### config.mk
export PLATFORM = sky130hd
export DESIGN_NAME = hit_cnt_readout_ctrl
export DESIGN_NICKNAME = d
export VERILOG_FILES = /design/src/rtl/hit_cnt_readout_ctrl_pkg.sv /design/src/rtl/readout_period_timer.sv /design/src/rtl/hit_cnt_readout_ctrl.sv
export SDC_FILE = /design/constraint.sdc
export NUM_CORES = 1
export LEC_CHECK = 0
export BUFFER_PORTS_ARGS = -buffer_cell sky130_fd_sc_hd__buf_4
export CORE_MARGIN = 1.5
export CORE_UTILIZATION = 35
export DETAILED_ROUTE_END_ITERATION = 12
export GPL_TIMING_DRIVEN = 0
export PLACE_DENSITY = 0.51
export SLEW_MARGIN = 30
export SYNTH_ARGS = -nofsm -noshare
export SYNTH_HDL_FRONTEND = slang
export SYNTH_SLANG_ARGS = --single-unit
export TNS_END_PERCENT = 5
### constraint.sdc
create_clock -name clk_in -period 3.1 [get_ports clk_in]
set_clock_uncertainty 0.05 [all_clocks]
set_input_delay 0.465 -clock clk_in [delete_from_list [all_inputs] [get_ports clk_in]]
set_output_delay 0.465 -clock clk_in [all_outputs]
set_load 0.05 [all_outputs]
### src/rtl/hit_cnt_readout_ctrl_pkg.sv
// Shared types and constants for the counter-bank readout sequencer.
// Holds the FSM encoding, frame layout indices and the snapshot-to-word mapping.
package hit_cnt_readout_ctrl_pkg;

    localparam int unsigned FRAME_WORDS  = 14;
    localparam int unsigned IDX_W        = 4;
    localparam int unsigned DATA_W       = 16;
    localparam logic [7:0]  HDR_BYTE_DEF = 8'hEB;

    localparam logic [IDX_W-1:0] IDX_LAST     = IDX_W'(FRAME_WORDS - 1);
    localparam logic [IDX_W-1:0] IDX_CSUM_SRC = IDX_W'(FRAME_WORDS - 2);

    typedef enum logic [2:0] {
        ST_IDLE    = 3'd0,
        ST_STROBE  = 3'd1,
        ST_WAIT    = 3'd2,
        ST_CAPTURE = 3'd3,
        ST_SEND    = 3'd4
    } state_t;

    typedef struct packed {
        logic [31:0] hit_monit_cnt_0;
        logic [31:0] hit_monit_cnt_1;
        logic [15:0] busy_monit_cnt;
        logic [15:0] hit_start_cnt;
        logic [15:0] logic_match_cnt;
        logic [15:0] eff_trg_cnt;
        logic [15:0] coincid_trg_cnt;
        logic [15:0] ext_trg_cnt;
        logic [7:0]  hit_monit_sel;
        logic [7:0]  hit_monit_err_cnt;
        logic [7:0]  busy_monit_err_cnt;
        logic [7:0]  trg_delay_timer;
    } snap_t;

    // Payload word for a given index; the checksum word is built from the running XOR instead.
    function automatic logic [DATA_W-1:0] frame_word(input snap_t s, input logic [7:0] hdr,
                                                     input logic [7:0] seq,
                                                     input logic [IDX_W-1:0] idx);
        logic [DATA_W-1:0] w;
        w = '0;
        case (idx)
            4'd0:    w = {hdr, seq};
            4'd1:    w = s.hit_monit_cnt_0[31:16];
            4'd2:    w = s.hit_monit_cnt_0[15:0];
            4'd3:    w = s.hit_monit_cnt_1[31:16];
            4'd4:    w = s.hit_monit_cnt_1[15:0];
            4'd5:    w = s.busy_monit_cnt;
            4'd6:    w = s.hit_start_cnt;
            4'd7:    w = s.logic_match_cnt;
            4'd8:    w = s.eff_trg_cnt;
            4'd9:    w = s.coincid_trg_cnt;
            4'd10:   w = s.ext_trg_cnt;
            4'd11:   w = {s.hit_monit_sel, s.hit_monit_err_cnt};
            4'd12:   w = {s.busy_monit_err_cnt, s.trg_delay_timer};
            default: w = '0;
        endcase
        return w;
    endfunction

endpackage

### src/rtl/readout_period_timer.sv
// Free-running auto-readout period counter; tick marks the last cycle of each period.
// Held at zero while disabled; PERIOD_CYC of 0 never ticks.
module readout_period_timer #(
    parameter int unsigned PERIOD_CYC = 50_000_000
) (
    input  logic i_clk,
    input  logic i_rst_n,
    input  logic i_en,
    output logic o_tick_c
);

    localparam int unsigned     CNT_W = 32;
    localparam logic [CNT_W-1:0] TERM = CNT_W'(PERIOD_CYC - 1);

    logic [CNT_W-1:0] r_cnt;
    logic             w_run;

    assign w_run    = i_en && (PERIOD_CYC != 0);
    assign o_tick_c = w_run && (r_cnt == TERM);

    always_ff @(posedge i_clk) begin
        if (!i_rst_n) begin
            r_cnt <= '0;
        end else if (!w_run || o_tick_c) begin
            r_cnt <= '0;
        end else begin
            r_cnt <= r_cnt + CNT_W'(1);
        end
    end

endmodule

### src/rtl/hit_cnt_readout_ctrl.sv
// Counter-bank readout sequencer: strobe bank, wait for settle, snapshot, stream 14-word frame.
// One frame in flight, one request queued, further requests counted as overruns.
module hit_cnt_readout_ctrl
    import hit_cnt_readout_ctrl_pkg::*;
#(
    parameter int unsigned PERIOD_CYC = 50_000_000,
    parameter int unsigned LATCH_WAIT = 4,
    parameter logic [7:0]  HDR_BYTE   = HDR_BYTE_DEF
) (
    input  logic        clk_in,
    input  logic        rst_in,
    input  logic        en_in,
    input  logic        req_in,
    input  logic [31:0] hit_monit_cnt_0_in,
    input  logic [31:0] hit_monit_cnt_1_in,
    input  logic [15:0] busy_monit_cnt_in,
    input  logic [15:0] hit_start_cnt_in,
    input  logic [15:0] logic_match_cnt_in,
    input  logic [15:0] eff_trg_cnt_in,
    input  logic [15:0] coincid_trg_cnt_in,
    input  logic [15:0] ext_trg_cnt_in,
    input  logic [7:0]  hit_monit_sel_in,
    input  logic [7:0]  hit_monit_err_cnt_in,
    input  logic [7:0]  busy_monit_err_cnt_in,
    input  logic [7:0]  trg_delay_timer_in,
    output logic        rd_out,
    output logic [15:0] frm_data_out,
    output logic        frm_valid_out,
    input  logic        frm_ready_in,
    output logic        frm_last_out,
    output logic        busy_out,
    output logic [7:0]  ovr_cnt_out
);

    localparam int unsigned WAIT_W = (LATCH_WAIT > 1) ? $clog2(LATCH_WAIT) : 1;

    state_t              r_state;
    state_t              w_state_nxt;
    logic [WAIT_W-1:0]   r_wait_cnt;
    logic [IDX_W-1:0]    r_idx;
    logic [7:0]          r_seq;
    logic [7:0]          r_ovr;
    logic                r_pending;
    snap_t               r_snap;
    snap_t               w_snap_in;
    logic [DATA_W-1:0]   r_data;
    logic [DATA_W-1:0]   r_xor;
    logic                r_rd;
    logic                r_valid;
    logic                r_last;
    logic                r_busy;

    logic w_tick;
    logic w_trig;
    logic w_capture;
    logic w_xfer;
    logic w_done;
    logic w_clr_pending;

    readout_period_timer #(
        .PERIOD_CYC (PERIOD_CYC)
    ) u_timer (
        .i_clk    (clk_in),
        .i_rst_n  (rst_in),
        .i_en     (en_in),
        .o_tick_c (w_tick)
    );

    assign w_trig = en_in && (w_tick || req_in);

    always_comb begin
        w_snap_in                    = '0;
        w_snap_in.hit_monit_cnt_0    = hit_monit_cnt_0_in;
        w_snap_in.hit_monit_cnt_1    = hit_monit_cnt_1_in;
        w_snap_in.busy_monit_cnt     = busy_monit_cnt_in;
        w_snap_in.hit_start_cnt      = hit_start_cnt_in;
        w_snap_in.logic_match_cnt    = logic_match_cnt_in;
        w_snap_in.eff_trg_cnt        = eff_trg_cnt_in;
        w_snap_in.coincid_trg_cnt    = coincid_trg_cnt_in;
        w_snap_in.ext_trg_cnt        = ext_trg_cnt_in;
        w_snap_in.hit_monit_sel      = hit_monit_sel_in;
        w_snap_in.hit_monit_err_cnt  = hit_monit_err_cnt_in;
        w_snap_in.busy_monit_err_cnt = busy_monit_err_cnt_in;
        w_snap_in.trg_delay_timer    = trg_delay_timer_in;
    end

    always_ff @(posedge clk_in) begin
        if (!rst_in) begin
            r_state <= ST_IDLE;
        end else begin
            r_state <= w_state_nxt;
        end
    end

    always_comb begin
        w_state_nxt   = r_state;
        w_capture     = 1'b0;
        w_done        = 1'b0;
        w_clr_pending = 1'b0;
        w_xfer        = r_valid && frm_ready_in;
        case (r_state)
            ST_IDLE: begin
                if (w_trig || r_pending) begin
                    w_clr_pending = 1'b1;
                    w_state_nxt   = ST_STROBE;
                end
            end
            ST_STROBE: w_state_nxt = ST_WAIT;
            ST_WAIT: begin
                if (r_wait_cnt == WAIT_W'(LATCH_WAIT - 1)) begin
                    w_state_nxt = ST_CAPTURE;
                end
            end
            ST_CAPTURE: begin
                w_capture   = 1'b1;
                w_state_nxt = ST_SEND;
            end
            ST_SEND: begin
                if (w_xfer && (r_idx == IDX_LAST)) begin
                    w_done      = 1'b1;
                    w_state_nxt = ST_IDLE;
                end
            end
            default: w_state_nxt = ST_IDLE;
        endcase
    end

    always_ff @(posedge clk_in) begin
        if (!rst_in) begin
            r_wait_cnt <= '0;
            r_idx      <= '0;
            r_seq      <= '0;
            r_ovr      <= '0;
            r_pending  <= 1'b0;
            r_snap     <= '0;
            r_data     <= '0;
            r_xor      <= '0;
            r_rd       <= 1'b0;
            r_valid    <= 1'b0;
            r_last     <= 1'b0;
            r_busy     <= 1'b0;
        end else begin
            r_rd       <= (w_state_nxt == ST_STROBE);
            r_valid    <= (w_state_nxt == ST_SEND);
            r_busy     <= (w_state_nxt != ST_IDLE);
            r_wait_cnt <= (r_state == ST_WAIT) ? r_wait_cnt + WAIT_W'(1) : '0;

            // One queued request; anything beyond that is an overrun.
            if (w_clr_pending) begin
                r_pending <= 1'b0;
            end else if (w_trig && r_busy) begin
                if (!r_pending) begin
                    r_pending <= 1'b1;
                end else if (r_ovr != 8'hFF) begin
                    r_ovr <= r_ovr + 8'd1;
                end
            end

            if (w_capture) begin
                r_snap <= w_snap_in;
                r_idx  <= '0;
                r_xor  <= '0;
                r_data <= {HDR_BYTE, r_seq};
                r_last <= 1'b0;
            end else if (w_xfer) begin
                r_xor <= r_xor ^ r_data;
                r_idx <= r_idx + IDX_W'(1);
                if (w_done) begin
                    r_seq  <= r_seq + 8'd1;
                    r_data <= '0;
                    r_last <= 1'b0;
                end else if (r_idx == IDX_CSUM_SRC) begin
                    r_data <= r_xor ^ r_data;
                    r_last <= 1'b1;
                end else begin
                    r_data <= frame_word(r_snap, HDR_BYTE, r_seq, r_idx + IDX_W'(1));
                end
            end
        end
    end

    assign rd_out        = r_rd;
    assign frm_data_out  = r_data;
    assign frm_valid_out = r_valid;
    assign frm_last_out  = r_last;
    assign busy_out      = r_busy;
    assign ovr_cnt_out   = r_ovr;

endmodule

==> summary.md <==
| Metric | Value |
|---|---|
| Layout Utilization | 45.2% |
| Syn Area/Cell | 7.91 um2 |
| Final std cells w/o fill | 2354 |
| Sequential fraction of design power | 47.2% |
| Worst VDD drop | 361 uV |
| Vias | 12700 |
| Distinct cell type count after synthesis | 78 |
| Post-route setup slack | 69.5 ps |
| Clk_lat worst skew | 580 ps |
| Worst path arrival time | 3380 ps |
| IO Pins | 225 |
| CP Cell Sequence | buf_4 -> inv_1 -> ha_1 -> buf_2 -> buf_2 -> nand3_1 -> o21ai_0 -> and3_1 -> a31oi_1 |
| R2R cell count | 9 |
| Total congestion overflow | 0 |
| Net switching power | 1.77 mW |
| Worst slew margin | 40.8% |
| Starting DRT DRC Count | 1121 |
| Number of diodes | 0 |
| P_leak | 5.89 nW |
| Wire per inst | 23.0 um |
| MaxCap Viol Count | 0 |
| Post-synth net total | 1818 |
| Pwr/cell area | 488 mW/mm2 |
| Placed Area | 0.0150 mm2 |
| Final setup vio count | 0 |
| TritonRoute pass-1 iters | 10 |
| Hold slack | 82.2 ps |
| Clock transition at path regs | 60 ps |
| Post-synthesis sequential area ratio | 44.9% |
| Reg2Reg Setup Slack | 70 ps |
| Dpl ws | -710 ps |
| F_max | 330 MHz |
| Most frequent CP cell | buf_2 |
| CTS max path bufs | 3 |
| Syn Inst Count | 1612 |
| Post-route ant nets | 0 |
| Tcrit/Tclk final | 97.8% |
| Initial antenna violation count | 0 |
| Worst path max stage delay | 490 ps |
| Setup TNS | 0 ps |
| Status | finished, violations left |
| Clk pwr share | 47.8% |
| Fin. Hold Viols | 0 |
| Comb pwr share | 5.0% |
| P&R area growth vs syn | 26.7% |
| Worst hold path type | in2reg |
| First-pass GRT wire length | 79200 um |
| CTS tree | yes |
| Period minus WS final | 3030 ps |
| Port Buffers | 223 |
| Crit path kind | reg2reg |
| Crit start category | flop |
| Syn Std Cell Area | 0.0127 mm2 |
| Worst path slowest cell | nand3_1 |
| Die Ht | 194 um |
| Hold path depth | 3 |
| Rows | 69 |
| Max-slew violation count | 0 |
| Worst flop-to-flop path endpoint | frm_data_out[6] |
| Root Driver | clkbuf_16 |
| Layout cells sized above 1 | 19.1% |
| Ys async rst share | 0% |
| Least-Margin Pin Slew | 888 ps |
| EDFF count, synth | 0 |
| Ys flop type | dfxtp_1 |
| Die width | 194 um |
| Final GP Congestion | 0.974 |
| RSZ-0062 raised after global routing | yes |
| Core box area | 0.0357 mm2 |
| Initial Util | 35.7% |
| Post-layout instance area | 0.0162 mm2 |
| Sw frac | 22.5% |
| Hold path endpoint | r_snap[181] |
| Largest net degree at the start of global routing | 16 |
| Synth warn | 0 |
| Cts hold-fix bufs | 0 |
| H-tree depth | 1 |
| Failing checks | design-rule violations |
| Overall power | 7.87 mW |
| Yosys reg bits | 286 |
| CTS Buf Count | 31 |
| Detailed placer's ending HPWL | 42600 um |
| Area of the die | 0.0376 mm2 |
| Internal | 6.11 mW |
| FF-to-FF Start | r_idx[0] |
| Critical Path Fanout Max | 10 |
| Number of global-route vias before repair | 12200 |
| CP Capture Type | flop |
| Drt drc | 4 |
| Aggregate global-route resource usage | 28.1% |
| Via density | 5.39 |
| Clock sink count | 286 |
| Hold_sp | hit_monit_cnt_0_in[21] |
| Total Nets Final | 2074 |
| Routed WL | 54100 um |
| Placed Cells | 2296 |
| CP required | 3450 ps |
==> how the worst max path moves through the flow <==
stage	start	endpoint	slack (ps)
5_1_grt	r_idx[0]	frm_data_out[14]	-20
6_report	r_idx[0]	frm_data_out[6]	70
3_5_place_dp	r_idx[1]	frm_data_out[9]	-710
3_3_place_gp	r_idx[1]	frm_data_out[9]	-810
4_1_cts	r_idx[1]	frm_data_out[9]	-4
2_1_floorplan	r_idx[0]	frm_data_out[0]	630
==> power groups by stage <==
| stage | Clock [mW] | Sequential (mW) | Combinational [mW] |
|---|---|---|---|
| after global routing | 3.98 | 3.72 | 0.426 |
| after global placement | 0 | 3.80 | 0.394 |
| after detailed placement | 0 | 3.80 | 0.396 |
| final | 3.76 | 3.72 | 0.396 |
| after floorplan | 0 | 3.80 | 0.117 |
| after CTS | 3.83 | 3.72 | 0.398 |
==> cell type report <==
cell class	instances	area, um2
clock buffers	44	915
inverters	13	48.8
fillers	3748	19600
clock inverters	14	126
well taps	461	577
plain buffers	116	509
multi-input cells	1197	6580
flip-flops and latches	286	5730
repair buffers	223	1670
==> layout by cell type, fill, tap and decap left out, types with 9 or more instances in the layout <==
cell,Yosys,routed
ha_1,9,9
a222oi_1,10,10
nand3_1,29,29
a22o_1,29,29
buf_1,14,9
a21oi_1,229,229
xnor2_1,30,30
xor2_1,46,46
clkbuf_16,0,31
clkinv_2,0,10
clkbuf_8,0,9
nor3_1,14,13
clkbuf_1,75,66
a22oi_1,33,31
nand2_1,460,460
inv_1,13,13
nor2_1,92,90
dfxtp_1,286,286
o21ai_0,21,20
nand4_1,24,24
and3_1,19,19
buf_4,1,227
a31oi_1,17,17
buf_2,26,31
==> critical path: cells and delay by family (launching register included) <==
family,cells,cell delay (ps)
AOI/OAI and AO/OA,2,570
DFF,1,340
and+or+nand+nor,2,770
buffers and inverters,4,940
adders and majority gates,1,200
==> synthesized netlist by cell type, types with 7 or more instances <==
cell type / instances / area [um2]
nand2_1: 460 / 1730
a22o_1: 29 / 254
nand4_1: 24 / 150
inv_1: 13 / 48.8
buf_1: 14 / 52.6
a22oi_1: 33 / 248
nor2_1: 92 / 345
xnor2_1: 30 / 263
ha_1: 9 / 113
clkbuf_1: 75 / 282
nand3_1: 29 / 145
a21oi_1: 229 / 1150
dfxtp_1: 286 / 5730
nor3_1: 14 / 70.1
buf_2: 26 / 130
a222oi_1: 10 / 100
a32oi_1: 7 / 61.3
a31oi_1: 17 / 106
o21ai_0: 21 / 105
and3_1: 19 / 119
xor2_1: 46 / 403
==> timing repair <==
item,in CTS,in global routing
setup buffers,0,0
pin swaps,1,2
setup endpoints to repair,15,13
gates resized for setup,25,25
==> registers in the layout, indices dropped and copies added (netlist names) <==
| signal | count |
|---|---|
| r_snap | 192 |
| u_timer.r_cnt | 32 |
| frm_data_out | 16 |
| r_xor | 16 |
| ovr_cnt_out | 8 |
| r_seq | 8 |
| r_idx | 4 |
| r_state | 3 |
| r_wait_cnt | 2 |
| busy_out | 1 |
| frm_last_out | 1 |
| frm_valid_out | 1 |
| r_pending | 1 |
| rd_out | 1 |
==> metal layers <==
| metal | wire [um] | GRT usage (%) | share of wire, % |
|---|---|---|---|
| met1 | 24100 | 38.5 | 45 |
| met2 | 23900 | 44.5 | 44 |
| met3 | 4030 | 5.27 | 7.4 |
| met4 | 2000 | 9.52 | 3.7 |
| met5 | 0 | 0 | 0 |
==> logic make-up after synthesis <==
kind of cell / Yosys count / share of synthesized area (%)
AND/OR/NAND/NOR: 694 / 23.7
AO/OA/AOI/OAI: 414 / 20.8
flip-flops: 286 / 44.9
adder cells (fa/ha/maj): 9 / 0.884
XOR/XNOR: 76 / 5.22
buffers and inverters: 129 / 4.08
multiplexers: 4 / 0.422
(Power assumes the default switching activity.)
